--- config.mk ---
export PLATFORM = sky130hd
export DESIGN_NAME = dual_fetch_buffer_flat
export DESIGN_NICKNAME = d
export VERILOG_FILES = /design/src/rtl/pipeline_pkg.sv /design/src/rtl/dual_fetch_buffer_if.sv /design/src/rtl/pair_check.sv /design/src/rtl/dual_fetch_buffer.sv /design/src/flat_wrapper.sv
export SDC_FILE = /design/constraint.sdc
export NUM_CORES = 1
export LEC_CHECK = 0
export ABC_AREA = 0
export BUFFER_PORTS_ARGS = -buffer_cell sky130_fd_sc_hd__buf_4
export CAP_MARGIN = 15
export CORE_ASPECT_RATIO = 1.5
export CORE_MARGIN = 2
export CORE_UTILIZATION = 55
export CTS_CLUSTER_DIAMETER = 120
export DETAILED_ROUTE_END_ITERATION = 7
export PLACE_DENSITY = 0.86
export SETUP_SLACK_MARGIN = 0.3
export SLEW_MARGIN = 20
export SYNTH_ARGS = -nofsm -noshare
export SYNTH_HDL_FRONTEND = slang
export SYNTH_SLANG_ARGS = --single-unit
export TNS_END_PERCENT = 20
--- constraint.sdc ---
create_clock -name clk -period 5.2 [get_ports clk]
set_input_delay 0.78 -clock clk [delete_from_list [all_inputs] [get_ports clk]]
set_output_delay 0.78 -clock clk [all_outputs]
set_load 0.005 [all_outputs]
--- src/rtl/pipeline_pkg.sv ---
// Shared pipeline definitions: RV32I opcode constants, the NOP encoding and
// the fetch-buffer entry type.
package pipeline_pkg;

    localparam logic [6:0] OP_BRANCH = 7'b1100011;
    localparam logic [6:0] OP_JAL    = 7'b1101111;
    localparam logic [6:0] OP_JALR   = 7'b1100111;
    localparam logic [6:0] OP_LOAD   = 7'b0000011;
    localparam logic [6:0] OP_STORE  = 7'b0100011;

    localparam logic [31:0] NOP_INSTR = 32'h0000_0013;

    typedef struct packed {
        logic [31:0] pc;
        logic [31:0] instr;
    } fb_entry_t;

    function automatic logic is_ctrl(input logic [6:0] op);
        return (op == OP_BRANCH) || (op == OP_JAL) || (op == OP_JALR);
    endfunction

endpackage

--- src/rtl/dual_fetch_buffer_if.sv ---
// Fetch/decode boundary of the dual-issue front end: redirect, instruction
// memory port and the two decode lanes.
interface dual_fetch_buffer_if;

    logic        redirect_i;
    logic [31:0] redirect_pc_i;
    logic [31:0] imem_addr_o;
    logic [31:0] imem_rd0_i;
    logic [31:0] imem_rd1_i;
    logic        ready1_i;
    logic        ready2_i;
    logic        valid1_o;
    logic [31:0] pc1_o;
    logic [31:0] instr1_o;
    logic        valid2_o;
    logic [31:0] pc2_o;
    logic [31:0] instr2_o;

    modport slave (
        input  redirect_i, redirect_pc_i, imem_rd0_i, imem_rd1_i, ready1_i, ready2_i,
        output imem_addr_o, valid1_o, pc1_o, instr1_o, valid2_o, pc2_o, instr2_o
    );

    modport master (
        output redirect_i, redirect_pc_i, imem_rd0_i, imem_rd1_i, ready1_i, ready2_i,
        input  imem_addr_o, valid1_o, pc1_o, instr1_o, valid2_o, pc2_o, instr2_o
    );

endinterface

--- src/rtl/pair_check.sv ---
// Decides whether instr_b may issue alongside instr_a in the same cycle; all
// intra-pair hazards are resolved here by splitting the pair.
module pair_check
    import pipeline_pkg::*;
(
    input  logic [31:0] instr_a_i,
    input  logic [31:0] instr_b_i,
    output logic        pair_ok_o
);

    logic [6:0] op_a, op_b;
    logic [4:0] rd_a, rd_b, rs1_b, rs2_b;
    logic       a_writes, raw_dep, mem_order;
    logic       unused_bits;

    assign op_a  = instr_a_i[6:0];
    assign rd_a  = instr_a_i[11:7];
    assign op_b  = instr_b_i[6:0];
    assign rd_b  = instr_b_i[11:7];
    assign rs1_b = instr_b_i[19:15];
    assign rs2_b = instr_b_i[24:20];

    // Raw field compare regardless of format: conservative splits are cheap.
    assign a_writes  = (op_a != OP_BRANCH) && (op_a != OP_STORE) && (rd_a != 5'd0);
    assign raw_dep   = a_writes && ((rs1_b == rd_a) || (rs2_b == rd_a) || (rd_b == rd_a));
    assign mem_order = (op_a == OP_STORE) && (op_b == OP_LOAD);

    assign pair_ok_o = !(is_ctrl(op_a) || raw_dep || mem_order || is_ctrl(op_b));

    assign unused_bits = ^{instr_a_i[31:12], instr_b_i[31:25], instr_b_i[14:12]};

endmodule

--- src/rtl/dual_fetch_buffer.sv ---
// Dual-word fetch stage plus in-order instruction queue feeding two decode
// lanes; lane 2 is withheld whenever the head pair cannot issue together.
module dual_fetch_buffer
    import pipeline_pkg::*;
#(
    parameter int          DEPTH    = 8,
    parameter logic [31:0] RESET_PC = 32'h0000_0000
) (
    input  logic                clk,
    input  logic                rst,
    dual_fetch_buffer_if.slave  bus
);

    localparam int AW = $clog2(DEPTH);
    localparam int CW = AW + 1;

    fb_entry_t       mem_q [DEPTH];
    logic [AW-1:0]   head_q, head_d, tail_q, tail_d;
    logic [AW-1:0]   head1, tail1;
    logic [CW-1:0]   count_q, count_d;
    logic [31:0]     fpc_q, fpc_d;
    fb_entry_t       e1, e2;
    logic            valid1, valid2, pair_ok;
    logic            enq, pop1, pop2;
    logic            unused_rpc;

    assign head1 = head_q + 1'b1;
    assign tail1 = tail_q + 1'b1;
    assign e1    = mem_q[head_q];
    assign e2    = mem_q[head1];

    pair_check u_pair (
        .instr_a_i (e1.instr),
        .instr_b_i (e2.instr),
        .pair_ok_o (pair_ok)
    );

    assign valid1 = (count_q != '0);
    assign valid2 = (count_q >= CW'(2)) && pair_ok;

    // Enqueue looks at the registered count only, keeping ready off the imem path.
    assign enq  = !bus.redirect_i && (count_q <= CW'(DEPTH - 2));
    assign pop1 = valid1 && bus.ready1_i && !bus.redirect_i;
    assign pop2 = pop1 && valid2 && bus.ready2_i;

    assign bus.imem_addr_o = fpc_q;
    assign bus.valid1_o    = valid1;
    assign bus.pc1_o       = valid1 ? e1.pc    : 32'h0;
    assign bus.instr1_o    = valid1 ? e1.instr : NOP_INSTR;
    assign bus.valid2_o    = valid2;
    assign bus.pc2_o       = valid2 ? e2.pc    : 32'h0;
    assign bus.instr2_o    = valid2 ? e2.instr : NOP_INSTR;

    assign unused_rpc = ^bus.redirect_pc_i[1:0];

    always_comb begin
        head_d  = head_q;
        tail_d  = tail_q;
        count_d = count_q;
        fpc_d   = fpc_q;
        if (bus.redirect_i) begin
            head_d  = '0;
            tail_d  = '0;
            count_d = '0;
            fpc_d   = {bus.redirect_pc_i[31:2], 2'b00};
        end else begin
            head_d  = head_q + AW'(pop1) + AW'(pop2);
            count_d = count_q + (enq ? CW'(2) : CW'(0)) - CW'(pop1) - CW'(pop2);
            if (enq) begin
                tail_d = tail_q + AW'(2);
                fpc_d  = fpc_q + 32'd8;
            end
        end
    end

    always_ff @(posedge clk or posedge rst) begin
        if (rst) begin
            head_q  <= '0;
            tail_q  <= '0;
            count_q <= '0;
            fpc_q   <= RESET_PC;
        end else begin
            head_q  <= head_d;
            tail_q  <= tail_d;
            count_q <= count_d;
            fpc_q   <= fpc_d;
        end
    end

    // Payload storage needs no reset: count gates every read.
    always_ff @(posedge clk) begin
        if (enq) begin
            mem_q[tail_q] <= '{pc: fpc_q,         instr: bus.imem_rd0_i};
            mem_q[tail1]  <= '{pc: fpc_q + 32'd4, instr: bus.imem_rd1_i};
        end
    end

endmodule

--- src/flat_wrapper.sv ---
// flat-port wrapper written by rule: the top's interface ports become plain ports
module dual_fetch_buffer_flat import pipeline_pkg::*;
#(
    parameter int          DEPTH    = 8,
    parameter logic [31:0] RESET_PC = 32'h0000_0000
)
  (clk, rst, bus_redirect_i, bus_redirect_pc_i, bus_imem_rd0_i, bus_imem_rd1_i, bus_ready1_i, bus_ready2_i, bus_imem_addr_o, bus_valid1_o, bus_pc1_o, bus_instr1_o, bus_valid2_o, bus_pc2_o, bus_instr2_o);
  dual_fetch_buffer_if bus_i ();
  input  logic clk;
  input  logic rst;
  input wire logic [$bits(bus_i.redirect_i)-1:0] bus_redirect_i;
  input wire logic [$bits(bus_i.redirect_pc_i)-1:0] bus_redirect_pc_i;
  input wire logic [$bits(bus_i.imem_rd0_i)-1:0] bus_imem_rd0_i;
  input wire logic [$bits(bus_i.imem_rd1_i)-1:0] bus_imem_rd1_i;
  input wire logic [$bits(bus_i.ready1_i)-1:0] bus_ready1_i;
  input wire logic [$bits(bus_i.ready2_i)-1:0] bus_ready2_i;
  output wire logic [$bits(bus_i.imem_addr_o)-1:0] bus_imem_addr_o;
  output wire logic [$bits(bus_i.valid1_o)-1:0] bus_valid1_o;
  output wire logic [$bits(bus_i.pc1_o)-1:0] bus_pc1_o;
  output wire logic [$bits(bus_i.instr1_o)-1:0] bus_instr1_o;
  output wire logic [$bits(bus_i.valid2_o)-1:0] bus_valid2_o;
  output wire logic [$bits(bus_i.pc2_o)-1:0] bus_pc2_o;
  output wire logic [$bits(bus_i.instr2_o)-1:0] bus_instr2_o;
  assign bus_i.redirect_i = bus_redirect_i;
  assign bus_i.redirect_pc_i = bus_redirect_pc_i;
  assign bus_i.imem_rd0_i = bus_imem_rd0_i;
  assign bus_i.imem_rd1_i = bus_imem_rd1_i;
  assign bus_i.ready1_i = bus_ready1_i;
  assign bus_i.ready2_i = bus_ready2_i;
  assign bus_imem_addr_o = bus_i.imem_addr_o;
  assign bus_valid1_o = bus_i.valid1_o;
  assign bus_pc1_o = bus_i.pc1_o;
  assign bus_instr1_o = bus_i.instr1_o;
  assign bus_valid2_o = bus_i.valid2_o;
  assign bus_pc2_o = bus_i.pc2_o;
  assign bus_instr2_o = bus_i.instr2_o;
  dual_fetch_buffer #(.DEPTH(DEPTH), .RESET_PC(RESET_PC)) u_core (.clk(clk), .rst(rst), .bus(bus_i));
endmodule
==> flow_summary.ini <==
[yosys]
yosys_warnings = 0
synthesis.instances = 2184
synth.top_cell.area_share_pct = 51.1
synth_area_um2 = 29100
synth_area_leader_cell = edfxtp_1
ys_ff_latch = 535
syn_avg_cell_area_um2 = 13.3
synth_cell_types = 48
synth_area_leaders = edfxtp_1 51%, mux4_2 18%, nand2_1 6.9%
ys_seq_area_share_pct = 54.5

[drt]
drc = 0
wl_mm = 76.9
routedWlPerCell_um = 25.1
drtAntennaViolNets = 0
drt_iter0_drc = 2049
via_per_inst = 6.34
dr.pass1.iters = 6
vias = 19400

[timing]
hold_violations = 0
slew_viol_final = 0
fin_tns_setup_ns = 0
relSlewSlack_pct = 22.4
fin_crit_sh_pct = 93.1
max_freq_mhz = 206
rsz0062_at_grt = yes
finalClockSkew_ns = 0.0218
worstMarginPinSlew_ns = 1.16
setup_viol = 0
fin_crit_ns = 4.84

[die]
start_util_pct = 55.5
die_y_um = 286
rows = 103
core_area_um2 = 52500
pin_count = 263
die_x_um = 192
dieArea_um2 = 54800

[critical_path]
startpoint_type = flop
worstPathCellList = buf_12, buf_12, mux4_2, mux2i_1, nor4b_4, a22oi_1, and4_1, a211o_4, buf_16, nor3_1, buf_4
path_max_fanout = 62
endpoint_kind = output pin
cpPeakStageDelay_ns = 0.51
critPathArrivalTime_ns = 4.06
slowest_stage = dfrtp_4
cpMostUsedCell = buf_12
path_class = flop to output pin
cp.required_ns = 4.42

[power_and_ir_drop]
p_total_mw = 16.9
power_frac_seq_pct = 36.1
internal_power_mw = 11.1
p_per_area_nw_per_um2 = 506
irDropWorstVdd_mv = 0.472
p_switching_mw = 5.80
power_leakage_nw = 11.6
power_frac_clock_pct = 21.4
swShare_pct = 34.4
combinationalPowerShare_pct = 42.5

[final_layout]
mostFrequentLayoutCells = 533 x nand2_1, 496 x edfxtp_1, 308 x buf_4, 235 x mux4_2, 148 x mux2i_1
layout_commonest_cell = nand2_1
area_growth_pct = 14.5
seqCellArea_um2 = 15900
multi_input_area_um2 = 12300
finalNetCount = 2446
fillers = 3662
drive_gt1_share_pct = 29.1

[grt]
use_met3_pct = 3.72
busiest_layer = met2
grt.met1_usage_pct = 34.1
gr-total-overflow = 0
antenna_found_initial = 10
grt_max_degree = 102
grt_pass1_vias = 19600
globalRouteTotalUtil_pct = 28.1
grt_pass1_wl_mm = 115
met2_usage_pct = 48.8

[clocking]
root_buffer = clkbuf_16
cts-buffers-inserted = 50
clock_latency_ns = 0.59
cts_sinks = 535
cts_buffer_depth = 3
clk_pin_slew_ns = 0.07
cts_tree = built
htreeDepth = 2

[status]
status = completed

[placement]
port_buffers = 254
place_congestion = 0.832
dp_hpwl_mm = 48.3

[job]
max_cap_viol_count = 0

[hold_path]
hold_path_class = input pin to async pin
-- logic make-up (layout without fill, tap and decap cells) --
| logic type | Yosys count | after routing | synth area share [%] |
|---|---|---|---|
| flops | 535 | 535 | 54.5 |
| buf+inv | 254 | 436 | 3.66 |
| fa+ha+maj | 16 | 16 | 0.765 |
| other cells | 1 | 17 | 0.0129 |
| xor+xnor | 164 | 164 | 4.96 |
| simple gates | 769 | 769 | 11.1 |
| mux | 402 | 402 | 24.1 |
| compound gates | 43 | 43 | 0.868 |
-- per-stage QoR --
stage | setup slack, ns | instances | hold WS (ns) | utilization (%) | instance area (µm²)
5_1_grt | 0.275 | 3063 | 0.387 | 63.6 | 33300
4_1_cts | 0.306 | 3044 | 0.377 | 63.3 | 33200
6_report | 0.357 | 3064 | 0.372 | 63.6 | 33300
3_3_place_gp | 0.225 | 2946 | 0.565 | 60.1 | 31500
3_5_place_dp | 0.226 | 2946 | 0.583 | 60.1 | 31500
2_1_floorplan | 0.103 | 2189 | 0.542 | - | 29200
-- synthesized netlist by cell type (all sizes together) --
cell type,instances
fa,3
a21oi,2
a22oi,1
nor2,95
a22o,1
nor4b,1
nor2b,9
nand2b,2
o32ai,1
xor2,41
nand4,3
clkbuf,150
o211a,1
edfxtp,496
buf,85
dfrtp,39
a2111oi,1
a311oi,1
nand2,537
inv,18
conb,1
mux2,7
a211oi,1
or2,2
clkinv,1
and4,9
nand3,15
o22ai,1
o21ai,29
mux4,237
xnor2,123
ha,13
a211o,1
and3,22
nor3b,2
and2,4
or3,2
mux2i,158
a21o,3
nor3,66
-- final cells by class --
class	instances	area share [%]
sequential	535	47.6
inverter	19	0.278
clock buffer	58	3.90
tap	682	2.56
multi-input combinational	1400	36.9
antenna	11	0.0826
timing repair buffer	323	7.79
clock inverter	36	0.878
-- final timing paths --
path / slack [ns] / cells after the start / startpoint / end
worst max-delay path: 0.36 / 11 / u_core.head_q[0]$_DFF_PP0_ / bus_instr2_o[31]
worst min-delay path: 0.37 / 2 / rst / u_core.bus.imem_addr_o[31]$_DFFE_PP0N_
worst max register to register: 0.49 / 18 / u_core.head_q[0]$_DFF_PP0_ / u_core.count_q[3]$_DFF_PP0_
worst min register to register: 0.60 / 2 / u_core.tail_q[2]$_DFFE_PP0N_ / u_core.tail_q[2]$_DFFE_PP0N_
max in group asynchronous: 4.23 / 2 / rst / u_core.head_q[2]$_DFF_PP0_
min in group clk: 0.40 / 3 / bus_redirect_pc_i[6] / u_core.bus.imem_addr_o[6]$_DFFE_PP0N_
-- worst max-delay path: cells and delay by family (launching register included) --
family          cells  cell delay (ns)
flops               1             0.51
compound gates      2             0.55
mux                 2             0.52
simple gates        3             1.09
buf+inv             4             0.77
-- power groups by stage --
stage	logic [mW]	registers, mW	clock network (mW)
after floorplan	4.49	6.01	0
after global placement	6.89	6.07	0
after detailed placement	7.05	6.16	0
after CTS	7.16	6.06	3.63
after global routing	7.67	6.14	3.77
final	7.18	6.08	3.61
-- flip-flops by register name (all words and copies together), names as in the netlist --
name	flops
u_core.mem_q	496
u_core.bus.imem_addr_o	30
u_core.count_q	4
u_core.head_q	3
u_core.tail_q	2
-- repair_timing --
| item | in CTS | in global routing |
|---|---|---|
| hold buffers | 0 | 0 |
| endpoints found under the setup margin | 64 | 65 |
| setup buffers | 4 | 9 |
| pin swaps | 1 | 0 |
| resized for setup | 6 | 6 |
-- per-layer routing --
| metal | wire length, µm | vias to the layer above |
|---|---|---|
| li1 | - | 8265 |
| met5 | 9 | - |
| met2 | 40100 | 1096 |
| met3 | 6530 | 233 |
| met4 | 4030 | 2 |
| met1 | 26300 | 9839 |
No activity file was read; power rests on OpenSTA's default activity.
